**config.mk**
```make
export PLATFORM = sky130hd
export DESIGN_NAME = alu_share_sched
export DESIGN_NICKNAME = d
export VERILOG_FILES = /design/src/rtl/alu_pkg.sv /design/src/rtl/rr_arb2.sv /design/src/rtl/alu_share_sched.sv
export SDC_FILE = /design/constraint.sdc
export NUM_CORES = 1
export LEC_CHECK = 0
export BUFFER_PORTS_ARGS = -buffer_cell sky130_fd_sc_hd__buf_2
export CAP_MARGIN = 25
export CORE_ASPECT_RATIO = 0.8
export CORE_MARGIN = 3
export CORE_UTILIZATION = 47
export DETAILED_ROUTE_END_ITERATION = 10
export PLACE_DENSITY = 0.9
export SYNTH_ARGS = -nofsm -noshare
export SYNTH_HDL_FRONTEND = slang
export SYNTH_HIERARCHICAL = 1
export SYNTH_SLANG_ARGS = --single-unit
export TNS_END_PERCENT = 20
```
**constraint.sdc**
```tcl
create_clock -name clk -period 3.2 [get_ports clk]
set_input_delay 0.32 -clock clk [delete_from_list [all_inputs] [get_ports clk]]
set_output_delay 0.32 -clock clk [all_outputs]
set_load 0.02 [all_outputs]
```
**src/rtl/alu_pkg.sv**
```systemverilog
// alu_pkg: shared definitions for the shared-ALU scheduler.
//   OP_*    : 2-bit ALU opcodes as seen on req*_op / alu_op
//   state_t : scheduler FSM state encoding
package alu_pkg;

  localparam logic [1:0] OP_AND = 2'b00;
  localparam logic [1:0] OP_OR  = 2'b01;
  localparam logic [1:0] OP_ADD = 2'b10;
  localparam logic [1:0] OP_SUB = 2'b11;

  typedef enum logic [1:0] {
    ST_IDLE = 2'd0,
    ST_EXEC = 2'd1,
    ST_RESP = 2'd2
  } state_t;

endpackage

```
**src/rtl/rr_arb2.sv**
```systemverilog
// rr_arb2: two-way round-robin grant.
//   valid[1:0]  in  requesters with a pending operation
//   last_grant  in  requester granted most recently
//   grant[1:0]  out one-hot grant (all zero when nothing is valid)
module rr_arb2 (
  input  logic [1:0] valid,
  input  logic       last_grant,
  output logic [1:0] grant
);

  always_comb begin
    grant = 2'b00;
    if (valid == 2'b11) begin
      // contention: hand the ALU to whoever did not get it last time
      grant = last_grant ? 2'b01 : 2'b10;
    end else begin
      grant = valid;
    end
  end

endmodule

```
**src/rtl/alu_share_sched.sv**
```systemverilog
// alu_share_sched: time-shares one combinational ALU between two requesters.
//   clk, rst                 clock, synchronous active-high reset
//   req{0,1}_valid/ready     request handshake, op/a/b held by requester until ready
//   alu_op/a/b               registered drive to the external ALU
//   alu_y/cout/ovf           ALU outputs, sampled ALU_LAT cycles after accept
//   rsp_valid/ready          response handshake, rsp_id/y/cout/ovf held while valid
//   sticky_ovf, clr_sticky   overflow history bit and its clear
//
// state   | meaning
// --------+------------------------------------------------------------
// ST_IDLE | no transaction; arbiter may accept one request
// ST_EXEC | ALU driven, cnt counts down to the sampling cycle
// ST_RESP | result captured, waiting for rsp_ready
module alu_share_sched
  import alu_pkg::*;
#(
  parameter int WIDTH   = 4,
  parameter int ALU_LAT = 1
) (
  input  logic             clk,
  input  logic             rst,
  input  logic             req0_valid,
  output logic             req0_ready,
  input  logic [1:0]       req0_op,
  input  logic [WIDTH-1:0] req0_a,
  input  logic [WIDTH-1:0] req0_b,
  input  logic             req1_valid,
  output logic             req1_ready,
  input  logic [1:0]       req1_op,
  input  logic [WIDTH-1:0] req1_a,
  input  logic [WIDTH-1:0] req1_b,
  output logic [1:0]       alu_op,
  output logic [WIDTH-1:0] alu_a,
  output logic [WIDTH-1:0] alu_b,
  input  logic [WIDTH-1:0] alu_y,
  input  logic             alu_cout,
  input  logic             alu_ovf,
  output logic             rsp_valid,
  input  logic             rsp_ready,
  output logic             rsp_id,
  output logic [WIDTH-1:0] rsp_y,
  output logic             rsp_cout,
  output logic             rsp_ovf,
  output logic             sticky_ovf,
  input  logic             clr_sticky
);

  localparam int CNT_W = (ALU_LAT > 1) ? $clog2(ALU_LAT) : 1;

  state_t           state;
  logic             last_grant;
  logic             cur_id;
  logic [CNT_W-1:0] cnt;
  logic [1:0]       grant;
  logic             accept;

  rr_arb2 u_arb (
    .valid      ({req1_valid, req0_valid}),
    .last_grant (last_grant),
    .grant      (grant)
  );

  // ready is suppressed while rst is high so nothing looks accepted on the reset edge
  assign accept     = (state == ST_IDLE) && !rst && (grant != 2'b00);
  assign req0_ready = accept && grant[0];
  assign req1_ready = accept && grant[1];

  always_ff @(posedge clk) begin
    if (rst) begin
      state      <= ST_IDLE;
      last_grant <= 1'b1;
      cur_id     <= 1'b0;
      cnt        <= '0;
      alu_op     <= 2'b00;
      alu_a      <= '0;
      alu_b      <= '0;
      rsp_valid  <= 1'b0;
      rsp_id     <= 1'b0;
      rsp_y      <= '0;
      rsp_cout   <= 1'b0;
      rsp_ovf    <= 1'b0;
      sticky_ovf <= 1'b0;
    end else begin
      // a capture later in this block overrides the clear (set wins)
      if (clr_sticky) sticky_ovf <= 1'b0;

      case (state)
        ST_IDLE: begin
          if (accept) begin
            alu_op     <= grant[1] ? req1_op : req0_op;
            alu_a      <= grant[1] ? req1_a  : req0_a;
            alu_b      <= grant[1] ? req1_b  : req0_b;
            cur_id     <= grant[1];
            last_grant <= grant[1];
            cnt        <= CNT_W'(ALU_LAT - 1);
            state      <= ST_EXEC;
          end
        end
        ST_EXEC: begin
          if (cnt != '0) begin
            cnt <= cnt - 1'b1;
          end else begin
            rsp_valid <= 1'b1;
            rsp_id    <= cur_id;
            rsp_y     <= alu_y;
            rsp_cout  <= alu_cout;
            rsp_ovf   <= alu_ovf;
            if (alu_ovf) sticky_ovf <= 1'b1;
            state     <= ST_RESP;
          end
        end
        ST_RESP: begin
          if (rsp_ready) begin
            rsp_valid <= 1'b0;
            state     <= ST_IDLE;
          end
        end
        default: state <= ST_IDLE;
      endcase
    end
  end

endmodule

```
==> impl_metrics.json <==
{
  "outcome": "finished, final reports clean",
  "cts_root_buf": "clkbuf_4",
  "clk_latency_ns": 0.31,
  "ys_warn_count": 6,
  "critPathSlowestCell": "nor3_4",
  "ant_nets": 0,
  "vias": 941,
  "hold_viol_final": 0,
  "hold_depth": 3,
  "period_needed_ns": 1.90,
  "yosys.area_share.simple": 0.136,
  "holdPathEnd": "rsp_cout",
  "whs_ns": 0.235,
  "grt_pass1_wl_mm": 3.59,
  "ir_worst_vdd_uv": 358,
  "setup_violations": 0,
  "htree_levels": 1,
  "wl_per_cell_um": 12.8,
  "cts_tree": "built",
  "synthXorXnorAreaFrac": 0,
  "tightestPinTransition_ns": 0.505,
  "finalNonFillerCells": 177,
  "worst-path-max-fanout": 13,
  "cts_resized": 0,
  "layout.nets": 186,
  "avgViaCountPerCell": 5.32,
  "antenna_found_initial": 0,
  "postLayoutCoreUtil": 0.656,
  "grt_start_max_net_pins": 24,
  "drive_gt1_frac": 0.458,
  "reg2reg_depth": 6,
  "synth_fp_nets": 135,
  "die_area_sq_um": 2750,
  "fin_area_sq_um": 1290,
  "crit_family": "simple AND/OR/NAND/NOR gates",
  "path_clk_slew_ns": 0.13,
  "drt_drc_violations_left": 0,
  "ios": 53,
  "cts_made_buffers": 3,
  "gr-usage-all-layers": 0.172,
  "hold_class": "input pin to flip-flop",
  "coreArea_sq_um": 1960,
  "p_leak_nw": 0.599,
  "gp_congestion": 0.738,
  "clockBufferDepth": 2,
  "end_kind": "output pin",
  "drv_cap": 0,
  "ctsHoldBuffers": 0,
  "grt_pass1_vias": 839,
  "setup-tns-final_ns": 0,
  "drtIter0Drc": 15,
  "rsz0062_at_grt": "false",
  "syn_area_per_cell_sq_um": 9.82,
  "critical_path_required_ns": 2.88,
  "placed_cell_area_sq_um": 1260,
  "hold_path_startpoint": "alu_cout",
  "crit_buf_inv": 1,
  "hpwl_mm": 1.78,
  "yosys.area_share.adder": 0,
  "synth_top_family_by_area": "compound AO/OA/AOI/OAI gates",
  "cp_cell_sequence": "nor3_4 -> and2_1 -> buf_2",
  "syn_inst": 103,
  "rrSetupSlack_ns": 1.49,
  "crit_type": "flip-flop to output pin",
  "synthMuxAreaShare": 0.0990,
  "wirelength_mm": 2.26,
  "fmax_mhz": 526,
  "synth_compound_area_frac": 0.250,
  "synth_area_sq_um": 1010,
  "io_buffers": 52,
  "ys_types": 25,
  "placedCellCount": 173,
  "cp.arrival_ns": 1.58,
  "start_kind": "flip-flop",
  "layout_commonest_cell": "buf_2",
  "fp.dieW_um": 57.9,
  "slew_viol_final": 0,
  "r2r_end": "alu_b[1]",
  "yosys_register_bits": 23,
  "r2r_start": "last_grant",
  "finClkSkew_ns": 0.00297,
  "grt-ovfl-total": 0,
  "n_antenna_cell": 0,
  "postCtsSetupBuffers": 0,
  "layout_common_cells": "buf_2 (52), dfxtp_1 (23), a21oi_1 (20)",
  "powerDensity_nw_per_um2": 484,
  "syn2layout_area_growth_pct": 27.4,
  "fin_crit_sh": 0.594,
  "core.rowCount": 14,
  "dr.pass1.iters": 4,
  "start_util": 0.515,
  "yosysSeqAreaShare": 0.455,
  "clock-sinks": 23,
  "cp_slowest_stage_delay_ns": 0.47,
  "slew_headroom": 0.664,
  "die_y_um": 47.5
}
==> stage by stage <==
| stage | worst slack, ns | total power [mW] |
|---|---|---|
| 2_1_floorplan | 1.92 | 0.448 |
| 4_1_cts | 1.29 | 0.628 |
| 3_5_place_dp | 1.38 | 0.497 |
| 3_3_place_gp | 1.49 | 0.489 |
| 5_1_grt | 1.17 | 0.657 |
| 6_report | 1.30 | 0.623 |
==> cells by family after synthesis <==
kind of cell | count (synthesis)
DFF | 23
muxes | 10
AOI/OAI and AO/OA | 34
buffers and inverters | 10
and+or+nand+nor | 26
==> tightest hold or removal path: stages <==
cell	delay, ns
buf_2	0.09
nand2_1	0.04
a21oi_1	0.05
==> layout make-up <==
type | count | area (sq um)
fillers | 174 | 674
multi-input cells | 70 | 490
flip-flops and latches | 23 | 460
repair buffers | 53 | 268
well taps | 24 | 30.0
clock buffers | 3 | 22.5
inverters | 3 | 11.3
clock inverters | 1 | 5.00
==> state kept, by name, indices dropped and copies added (netlist names) <==
signal / flops
alu_a: 4
alu_b: 4
alu_op: 2
cur_id: 1
last_grant: 1
rsp_cout: 1
rsp_id: 1
rsp_ovf: 1
rsp_valid: 1
rsp_y: 4
state: 2
sticky_ovf: 1
==> how the worst max path moves through the flow <==
| stage | start | cells after the start | to | slack [ns] |
|---|---|---|---|---|
| final | state[0] | 3 | req1_ready | 1.30 |
| after global placement | rst | 4 | req1_ready | 1.49 |
| after CTS | state[0] | 3 | req1_ready | 1.29 |
| after floorplan | state[0] | 3 | req0_ready | 1.92 |
| after global routing | state[0] | 3 | req1_ready | 1.17 |
| after detailed placement | req1_valid | 7 | alu_b[1] | 1.38 |
==> per-layer routing <==
layer / part of all wire / vias to the layer above / GRT usage
met2: 0.54 / 23 / 0.320
li1: - / 462 / -
met5: 0 / - / 0
met1: 0.40 / 452 / 0.205
met4: 0.015 / 0 / 0.0833
met3: 0.041 / 4 / 0.0216
==> synth_stat cells, drive strengths merged <==
library cell	count	area share
and2	2	0.012
mux2i	10	0.099
clkbuf	1	0.0037
and2b	1	0.0074
nand2	16	0.062
a211o	1	0.0087
buf	6	0.045
dfxtp	23	0.46
nand2b	2	0.012
a211oi	10	0.12
or3b	1	0.0087
or2	1	0.0062
a31o	1	0.0087
a21oi	20	0.099
inv	3	0.011
a21boi	2	0.015
nor2b	1	0.0062
nor3	2	0.021
==> report_power, final <==
| part | switching (mW) | total (mW) | internal, mW |
|---|---|---|---|
| clock | 0.0869 | 0.134 | 0.0467 |
| combinational | 0.0967 | 0.162 | 0.0656 |
| sequential | 0.0156 | 0.327 | 0.312 |
| total | 0.199 | 0.623 | 0.424 |
No activity file was read; power rests on OpenSTA's default activity.
